--- config.mk ---
export PLATFORM = sky130hd
export DESIGN_NAME = roberto_responde_flat
export DESIGN_NICKNAME = d
export VERILOG_FILES = /design/src/rtl/roberto_responde_if.sv /design/src/rtl/roberto_responde.sv /design/src/flat_wrapper.sv
export SDC_FILE = /design/constraint.sdc
export NUM_CORES = 1
export LEC_CHECK = 0
export ABC_AREA = 1
export CORE_ASPECT_RATIO = 0.9
export CORE_UTILIZATION = 60
export CTS_BUF_LIST = sky130_fd_sc_hd__clkbuf_2
export CTS_CLUSTER_SIZE = 28
export DETAILED_ROUTE_END_ITERATION = 12
export PLACE_DENSITY = 0.84
export SYNTH_ARGS = -nofsm -noshare
export SYNTH_HDL_FRONTEND = slang
export SYNTH_SLANG_ARGS = --single-unit
--- constraint.sdc ---
create_clock -name clock -period 2.35 [get_ports clock]
set_clock_uncertainty 0.15 [all_clocks]
set_input_delay 0.47 -clock clock [delete_from_list [all_inputs] [get_ports clock]]
set_output_delay 0.47 -clock clock [all_outputs]
set_load 0.005 [all_outputs]
--- src/rtl/roberto_responde_if.sv ---
// roberto_responde_if: link-side bundle between the Roberto receiver unit,
// the UART RX/TX blocks and the board logic (byte in, response out, readings).
interface roberto_responde_if;
  logic        habilita;
  logic        pronto_rx;
  logic [7:0]  dado_rx;
  logic        pronto_tx;
  logic        partida_tx;
  logic [7:0]  dado_tx;
  logic [11:0] medida_1;
  logic [11:0] medida_2;
  logic        valido;
  logic        erro;
  logic        ocupado;
  logic [3:0]  db_estado;

  modport master (
    output habilita, pronto_rx, dado_rx, pronto_tx,
    input  partida_tx, dado_tx, medida_1, medida_2,
    input  valido, erro, ocupado, db_estado
  );

  modport slave (
    input  habilita, pronto_rx, dado_rx, pronto_tx,
    output partida_tx, dado_tx, medida_1, medida_2,
    output valido, erro, ocupado, db_estado
  );
endinterface

--- src/rtl/roberto_responde.sv ---
// roberto_responde: collects an 8-byte "ddd#ddd#" frame, validates it,
// answers A/E + 1/2/? over TX, latches both readings as BCD.
// Ports: clock, reset (async, active-low), bus (slave): habilita,
// pronto_rx/dado_rx in, pronto_tx in, partida_tx/dado_tx out,
// medida_1/medida_2, valido, erro, ocupado, db_estado out.
module roberto_responde #(
  parameter int TIMEOUT_CICLOS = 50_000_000
) (
  input logic                clock,
  input logic                reset,
  roberto_responde_if.slave  bus
);
  localparam logic [3:0] S_INI = 4'd0;
  localparam logic [3:0] S_ESP = 4'd1;
  localparam logic [3:0] S_ARM = 4'd2;
  localparam logic [3:0] S_DEC = 4'd3;
  localparam logic [3:0] S_EN1 = 4'd4;
  localparam logic [3:0] S_TX1 = 4'd5;
  localparam logic [3:0] S_EN2 = 4'd6;
  localparam logic [3:0] S_TX2 = 4'd7;
  localparam logic [3:0] S_FIN = 4'd8;
  localparam logic [3:0] S_TMO = 4'd9;

  localparam int CW =
    (TIMEOUT_CICLOS > 2) ? $clog2(TIMEOUT_CICLOS) : 1;
  localparam logic [CW-1:0] CNT_FIM = CW'(TIMEOUT_CICLOS - 1);

  logic [3:0]    state_q, state_d;
  logic [2:0]    idx_q, idx_d;
  logic          err_q, err_d;
  logic [CW-1:0] cnt_q, cnt_d;
  logic [7:0]    rx_q [8];
  logic [7:0]    rx_d [8];
  logic [7:0]    resp_q, resp_d;
  logic [7:0]    tx_q, tx_d;
  logic [11:0]   m1_q, m1_d;
  logic [11:0]   m2_q, m2_d;
  logic          valido_q, valido_d;
  logic          erro_q, erro_d;
  logic [11:0]   s1, s2;

  function automatic logic eh_digito(input logic [7:0] b);
    return (b >= 8'h30) && (b <= 8'h39);
  endfunction

  // BCD digits compare correctly as plain binary.
  assign s1 = {rx_q[0][3:0], rx_q[1][3:0], rx_q[2][3:0]};
  assign s2 = {rx_q[4][3:0], rx_q[5][3:0], rx_q[6][3:0]};

  always_comb begin
    state_d  = state_q;
    idx_d    = idx_q;
    err_d    = err_q;
    cnt_d    = cnt_q;
    rx_d     = rx_q;
    resp_d   = resp_q;
    tx_d     = tx_q;
    m1_d     = m1_q;
    m2_d     = m2_q;
    valido_d = 1'b0;
    erro_d   = 1'b0;
    unique case (state_q)
      S_INI: begin
        if (bus.pronto_rx && bus.habilita) begin
          rx_d[0] = bus.dado_rx;
          state_d = S_ARM;
        end
      end
      S_ESP: begin
        cnt_d = cnt_q + CW'(1);
        if (bus.pronto_rx) begin
          rx_d[idx_q] = bus.dado_rx;
          state_d     = S_ARM;
        end else if (cnt_d == CNT_FIM) begin
          // erro_q is then high for the single S_TMO cycle
          erro_d  = 1'b1;
          state_d = S_TMO;
        end
      end
      S_ARM: begin
        if (idx_q == 3'd3 || idx_q == 3'd7) begin
          if (rx_q[idx_q] != 8'h23) err_d = 1'b1;
        end else if (!eh_digito(rx_q[idx_q])) begin
          err_d = 1'b1;
        end
        idx_d   = idx_q + 3'd1;
        cnt_d   = '0;
        state_d = (idx_q == 3'd7) ? S_DEC : S_ESP;
      end
      S_DEC: begin
        if (err_q) begin
          tx_d   = 8'h45;
          resp_d = 8'h3F;
        end else begin
          tx_d   = 8'h41;
          resp_d = (s2 < s1) ? 8'h32 : 8'h31;
        end
        state_d = S_EN1;
      end
      S_EN1: state_d = S_TX1;
      S_TX1: begin
        if (bus.pronto_tx) begin
          tx_d    = resp_q;
          state_d = S_EN2;
        end
      end
      S_EN2: state_d = S_TX2;
      S_TX2: begin
        if (bus.pronto_tx) state_d = S_FIN;
      end
      S_FIN: begin
        if (err_q) begin
          erro_d = 1'b1;
        end else begin
          valido_d = 1'b1;
          m1_d     = s1;
          m2_d     = s2;
        end
        idx_d   = '0;
        err_d   = 1'b0;
        state_d = S_INI;
      end
      S_TMO: begin
        idx_d   = '0;
        err_d   = 1'b0;
        state_d = S_INI;
      end
      default: state_d = S_INI;
    endcase
  end

  always_ff @(posedge clock or negedge reset) begin
    if (!reset) begin
      state_q  <= S_INI;
      idx_q    <= '0;
      err_q    <= 1'b0;
      cnt_q    <= '0;
      rx_q     <= '{default: '0};
      resp_q   <= '0;
      tx_q     <= '0;
      m1_q     <= '0;
      m2_q     <= '0;
      valido_q <= 1'b0;
      erro_q   <= 1'b0;
    end else begin
      state_q  <= state_d;
      idx_q    <= idx_d;
      err_q    <= err_d;
      cnt_q    <= cnt_d;
      rx_q     <= rx_d;
      resp_q   <= resp_d;
      tx_q     <= tx_d;
      m1_q     <= m1_d;
      m2_q     <= m2_d;
      valido_q <= valido_d;
      erro_q   <= erro_d;
    end
  end

  assign bus.partida_tx = (state_q == S_EN1) || (state_q == S_EN2);
  assign bus.dado_tx    = tx_q;
  assign bus.medida_1   = m1_q;
  assign bus.medida_2   = m2_q;
  assign bus.valido     = valido_q;
  assign bus.erro       = erro_q;
  assign bus.ocupado    = (state_q != S_INI);
  assign bus.db_estado  = state_q;
endmodule

--- src/flat_wrapper.sv ---
// flat-port wrapper written by rule: the top's interface ports become plain ports
module roberto_responde_flat 
#(
  parameter int TIMEOUT_CICLOS = 50_000_000
)
  (clock, reset, bus_habilita, bus_pronto_rx, bus_dado_rx, bus_pronto_tx, bus_partida_tx, bus_dado_tx, bus_medida_1, bus_medida_2, bus_valido, bus_erro, bus_ocupado, bus_db_estado);
  roberto_responde_if bus_i ();
  input logic clock;
  input logic reset;
  input wire logic [$bits(bus_i.habilita)-1:0] bus_habilita;
  input wire logic [$bits(bus_i.pronto_rx)-1:0] bus_pronto_rx;
  input wire logic [$bits(bus_i.dado_rx)-1:0] bus_dado_rx;
  input wire logic [$bits(bus_i.pronto_tx)-1:0] bus_pronto_tx;
  output wire logic [$bits(bus_i.partida_tx)-1:0] bus_partida_tx;
  output wire logic [$bits(bus_i.dado_tx)-1:0] bus_dado_tx;
  output wire logic [$bits(bus_i.medida_1)-1:0] bus_medida_1;
  output wire logic [$bits(bus_i.medida_2)-1:0] bus_medida_2;
  output wire logic [$bits(bus_i.valido)-1:0] bus_valido;
  output wire logic [$bits(bus_i.erro)-1:0] bus_erro;
  output wire logic [$bits(bus_i.ocupado)-1:0] bus_ocupado;
  output wire logic [$bits(bus_i.db_estado)-1:0] bus_db_estado;
  assign bus_i.habilita = bus_habilita;
  assign bus_i.pronto_rx = bus_pronto_rx;
  assign bus_i.dado_rx = bus_dado_rx;
  assign bus_i.pronto_tx = bus_pronto_tx;
  assign bus_partida_tx = bus_i.partida_tx;
  assign bus_dado_tx = bus_i.dado_tx;
  assign bus_medida_1 = bus_i.medida_1;
  assign bus_medida_2 = bus_i.medida_2;
  assign bus_valido = bus_i.valido;
  assign bus_erro = bus_i.erro;
  assign bus_ocupado = bus_i.ocupado;
  assign bus_db_estado = bus_i.db_estado;
  roberto_responde #(.TIMEOUT_CICLOS(TIMEOUT_CICLOS)) u_core (.clock(clock), .reset(reset), .bus(bus_i));
endmodule
* After elaboration in Yosys (flattened, before gate mapping)
Cells that the tools add are included.
** Operators by class
- Add/subtract/negate cells :: 2
- Bitwise logic cells :: 2
- Eq/ne operators :: 20
- Mux-type cells :: 33
- Magnitude comparators :: 5
- Reductions and logical operators :: 18
** Operators with widths (count)
- 64-bit bitwise mux :: 1
- 64-bit two-way mux :: 1
- 26-bit case mux with 2 select lines :: 1
- 8-bit two-way mux :: 6
- 4-bit case mux with 8 select lines :: 1
- 8-bit case mux with 2 select lines :: 2
- 26-bit by 1-bit adder with 26-bit output, second input constant :: 1
- 26-bit == test, second input constant :: 1
- 8-bit binary-select mux with 3-bit select :: 1
- 8-bit demux with 3-bit select :: 1
- 4-bit two-way mux :: 5
- 4-bit by 3-bit == test with 1-bit output, second input constant :: 4
- 12-bit less-than comparator :: 1
- 4-bit by 2-bit == test with 1-bit output, second input constant :: 2
- 4-bit == test, second input constant :: 2
- 8-bit by 6-bit greater-or-equal comparator with 1-bit output, second input constant :: 1
- 8-bit by 6-bit less-or-equal comparator with 1-bit output, second input constant :: 1
- 1-bit two-way mux :: 8
- 8-bit by 6-bit != test with 1-bit output, second input constant :: 1
- 2-bit nonzero test :: 4
- 2-bit != test, second input constant :: 3
- 3-bit by 2-bit != test with 1-bit output, second input constant :: 2
- 3-bit case mux with 2 select lines :: 1
- 2-bit AND reduction :: 3
- 20 further kinds :: 26
** Word-level totals
- Input bits :: 13
- Output and inout port bits :: 40
- Word-level logic and storage cells :: 98
- Flip-flop bits (word level) :: 140

* Longest topological paths before layout
- Word-level depth :: 9
- Mapped depth :: 16
- Depth with buffers taken out :: 16

* Worst setup path before layout
OpenSTA, ideal clock, no wires.
- Path kind :: flip-flop to flip-flop
- Start point :: register u_core.cnt_q[0]
- End point :: register u_core.state_q[0] (netlist: u_core.bus.db_estado[0])
- Data arrival time :: 1715 ps
- Period minus slack after synthesis :: 1982 ps
- Buffers on the path :: 0
- Setup slack :: 368 ps
- Library setup time :: 116 ps
- Stages on the path, launching flop included :: 14
- Required time :: 2084 ps
- Path through :: dfrtp_1 -> ha_1 -> nand2_1 -> nor2_4 -> nand2_2 -> nor2_2 -> nand2_1 -> xor2_1 -> nor2_1 -> nand3_2 -> nand2_2 -> nand2_2 -> nand2_1 -> nand2_1
** On the way
- Word-level cells in the longest chain between the ends :: 4
** RTL lines
- start, declared :: RTL line roberto_responde.sv:31 : logic [CW-1:0] cnt_q, cnt_d;
- start signal, assigned :: RTL line roberto_responde.sv:149 : cnt_q <= cnt_d;
- 26-bit by 1-bit adder with 26-bit output :: RTL line roberto_responde.sv:70 : cnt_d = cnt_q + CW'(1);
- 26-bit == test :: RTL line roberto_responde.sv:74 : end else if (cnt_d == CNT_FIM) begin
- 3-bit by 2-bit != test with 1-bit output (no source line)
- 4-bit AND reduction (no source line)
- end signal, assigned :: RTL line roberto_responde.sv:146 : state_q <= state_d;
- end, declared :: RTL line roberto_responde.sv:28 : logic [3:0] state_q, state_d;
No other way between the ends.
A chain may end at the register's enable or synchronous reset.

* Worst setup path after layout
- Start point :: register u_core.state_q[3] (netlist: u_core.bus.db_estado[3])
- End point :: output port bus_partida_tx
** On the way
- Word-level cells in the longest chain between the ends :: 2
- Elaborated cells on any way between the ends :: 3
- Classes of those cells :: eq/ne: 2; reduce/logical: 1
** RTL lines
- 4-bit by 3-bit == test with 1-bit output :: RTL line roberto_responde.sv:160 : assign bus.partida_tx = (state_q == S_EN1) || (state_q == S_EN2);
- 1-bit logical OR (*) :: RTL line roberto_responde.sv:160
- end, declared :: RTL line flat_wrapper.sv:14 : output wire logic [$bits(bus_i.partida_tx)-1:0] bus_partida_tx;
Every way passes the cells marked *; elsewhere a longest branch is shown, timed or not.

==> summary.md <==
| Metric | Value |
|---|---|
| Outcome | `completed` |
| Vias per inst | `between 5 and 6` |
| Synth Area in Compound Gates | `between 10% and 20%` |
| Fill cell count | `822` |
| Layout Cell Area excl Fill | `8010 um^2` |
| Crit path launch type | `flip-flop` |
| Least-Margin Pin Slew | `between 0.5 and 0.6 ns` |
| Wire per inst | `between 10 and 15 um` |
| GP Congestion | `roughly 0.92` |
| Initial Util | `between 60% and 70%` |
| Overall routing resource usage | `29.7%` |
| Core ar. | `roughly 11000 um^2` |
| Overall die height | `103 um` |
| Critical path arrival | `approximately 1.7 ns` |
| Residual DRC | `0` |
| 1st-iter DRT viols | `roughly 630` |
| Root Driver | `clkbuf_2` |
| Fin. Hold Viols | `0` |
| CTS Buffer Depth | `2` |
| Asr flop ratio synth | `100%` |
| Netlist Area Pre-Place | `6740 um^2` |
| Num ports | `53` |
| Largest net degree at the start of global routing | `43` |
| DRT Pass-1 Iters | `5` |
| Post-placement cell count | `1067` |
| Critical path endpoint category | `output port` |
| Final core occ | `about three quarters` |
| Final setup fails | `0` |
| Main combinational cell family by area after synthesis | `simple AND/OR/NAND/NOR gates` |
| Critical Path RT | `1.73 ns` |
| Syn nets | `about 900` |
| Post-synth EDFFs | `0` |
| Power per cell area | `973 nW/um^2` |
| Minimum clock period | `2.31 ns` |
| CTS buffer count | `17` |
| TritonCTS clock tree | `done` |
| Antenna violations before repair | `0` |
| Fmax | `433 MHz` |
| Setup_tns | `0 ns` |
| Unique masters post-synth | `35` |
| Layout cells sized above 1 | `a little under an eighth` |
| Die ar. | `about 12000 um^2` |
| Post-synthesis mux area share | `0%` |
| Slew HR | `63.8%` |
| Max_cap viols | `0` |
| Antenna Cells | `0` |
| Die Width | `~110 um` |
| Maximum vdd drop | `about 650 uV` |
| First-pass GRT wire length | `between 20 and 30 mm` |
| Total global routing overflow | `0` |
| Leakage Power | `between 3 and 4 nW` |
| Area Overhead vs Synth | `18.9%` |
| Setup repair after global routing missed its margin | `yes` |
| Post-route ant nets | `0` |
| Worst R2R Start | `u_core.bus.db_estado[2]` |
| Sink Count | `134` |
| Dominant synthesized flop cell | `dfrtp_1` |
| Vias in the first global route | `between 5000 and 6000` |
| XOR/XNOR Fraction of Synth Area | `less than 1%` |
| Syn Area/Cell | `7.80 um^2` |
| Synth Area in Adders | `under 10%` |
| Cells after synthesis | `~860` |
| Hold Crit Class | `input port to async pin` |
| Worst reg2reg path endpoint | `u_core.bus.medida_2[4]` |
| DP Wirelength | `11.3 mm` |
| Fraction of the mapped netlist area in simple logic gates | `roughly a quarter` |
| CP Max Fanout | `2` |
| Number of cell rows | `36` |
| R2R setup slack | `0.09 ns` |
| Reg2Reg Depth | `9` |
| Yosys reg bits | `between 100 and 150` |
| CTS H-tree depth | `4` |
| WS Path Type | `flip-flop to output port` |
| WL final | `between 15 and 20 mm` |
| Period utilization | `a little under 100%` |
| Clk_lat worst skew | `0.74 ns` |
| Sequential share of the synthesized area | `49.8%` |
| Nets | `approximately 980` |
| Final Max Tran Viols | `0` |
| Port Buffer Count | `between 50 and 60` |
| Worst-path clk slew | `about 0.21 ns` |
| Yosys warns | `0` |
| Via count | `6119` |
| Final std cells w/o fill | `1112` |
| Placement-stage cell area | `7540 um^2` |
==> Yosys cell counts, types with 7 or more instances <==
library cell	number	area (um^2)
a21oi_1	16	80.1
clkbuf_1	17	63.8
dfrtp_1	134	3350
ha_1	15	188
inv_1	102	383
nand2_1	262	983
nand3_1	48	240
nand4_1	13	81.3
nor2_1	65	244
nor3_1	10	50.1
o211ai_1	7	52.6
o21ai_0	114	571
o22ai_1	12	75.1
==> registers in the layout, indices dropped and copies added, names as in the netlist <==
register	count
u_core.rx_q	64
u_core.cnt_q	26
u_core.bus.erro	1
u_core.idx_q	3
u_core.err_q	1
u_core.bus.valido	1
u_core.bus.medida_1	12
u_core.bus.db_estado	4
u_core.bus.dado_tx	6
u_core.resp_q	4
u_core.bus.medida_2	12
==> repair_timing <==
action | CTS | global route
pin swaps | 2 | 6
gates resized for setup | 25 | 17
hold buffers | 1 | 0
endpoints found under the hold margin | 134 | 0
gates cloned | 0 | 0
buffers inserted | 5 | 8
setup endpoints to repair | 4 | 18
==> cell usage in the layout (no fill, tap or decap), types with 14 or more instances in the layout <==
master,synthesis,final
nand3_1,48,48
ha_1,15,14
inv_1,102,98
nand2_1,262,257
buf_4,3,31
o21ai_0,114,114
dfrtp_1,134,131
clkbuf_2,0,18
nor2_1,65,59
a21oi_1,16,16
clkdlybuf4s50_1,0,42
==> per-stage QoR <==
stage | setup WS [ns] | power, mW | hold slack [ns]
after floorplan | 0.368 | 4.97 | 0.0244
after global placement | 0.107 | 5.93 | 0.263
after detailed placement | -0.0143 | 6.01 | 0.265
after CTS | -0.0231 | 7.67 | 0.0244
after global routing | -0.0585 | 8.38 | 0.0327
final | 0.0407 | 7.79 | 0.0294
==> power by group <==
part	total [mW]	switching (mW)	internal (mW)	leakage [nW]
registers	3.32	0.423	2.90	1.79
logic	2.87	1.72	1.15	1.81
clock network	1.60	0.892	0.705	0.153
total	7.79	3.03	4.76	3.75
==> worst max-delay path: stages (launching register included) <==
cell	delay (ns)
dfrtp_1	0.45
buf_6	0.13
nor2_4	0.11
inv_2	0.05
nor2_4	0.09
buf_2	0.12
==> per-layer routing <==
layer  global-route usage, %  routed length (um)
met5                       0                   0
met1                    44.9                7590
met2                    42.2                6880
met3                    5.53                1290
met4                    12.3                 388
==> worst max path at each step <==
stage,start,endpoint,depth (start not counted)
6_report,u_core.bus.db_estado[3],bus_partida_tx,5
5_1_grt,u_core.bus.db_estado[3],bus_partida_tx,5
4_1_cts,u_core.bus.db_estado[3],bus_partida_tx,5
3_5_place_dp,bus_pronto_rx,u_core.rx_q[54],8
3_3_place_gp,bus_pronto_rx,u_core.rx_q[53],8
2_1_floorplan,u_core.cnt_q[0],u_core.bus.db_estado[0],13
==> logic make-up after synthesis <==
| kind of cell | after synthesis |
|---|---|
| compound gates | 161 |
| xor+xnor | 3 |
| fa+ha+maj | 15 |
| buf+inv | 128 |
| flops | 134 |
| other cells | 1 |
| simple gates | 422 |
==> layout make-up <==
cell class / count / area, um^2 / area share [%]
Sequential cell: 134 / 3360 / 41.9
Multi-Input combinational cell: 602 / 2950 / 36.8
Tap cell: 152 / 190 / 2.37
Inverter: 104 / 390 / 4.87
Clock inverter: 15 / 203 / 2.53
Clock buffer: 17 / 85.1 / 1.06
Timing Repair Buffer: 88 / 833 / 10.4
No activity file was read; power rests on OpenSTA's default activity.
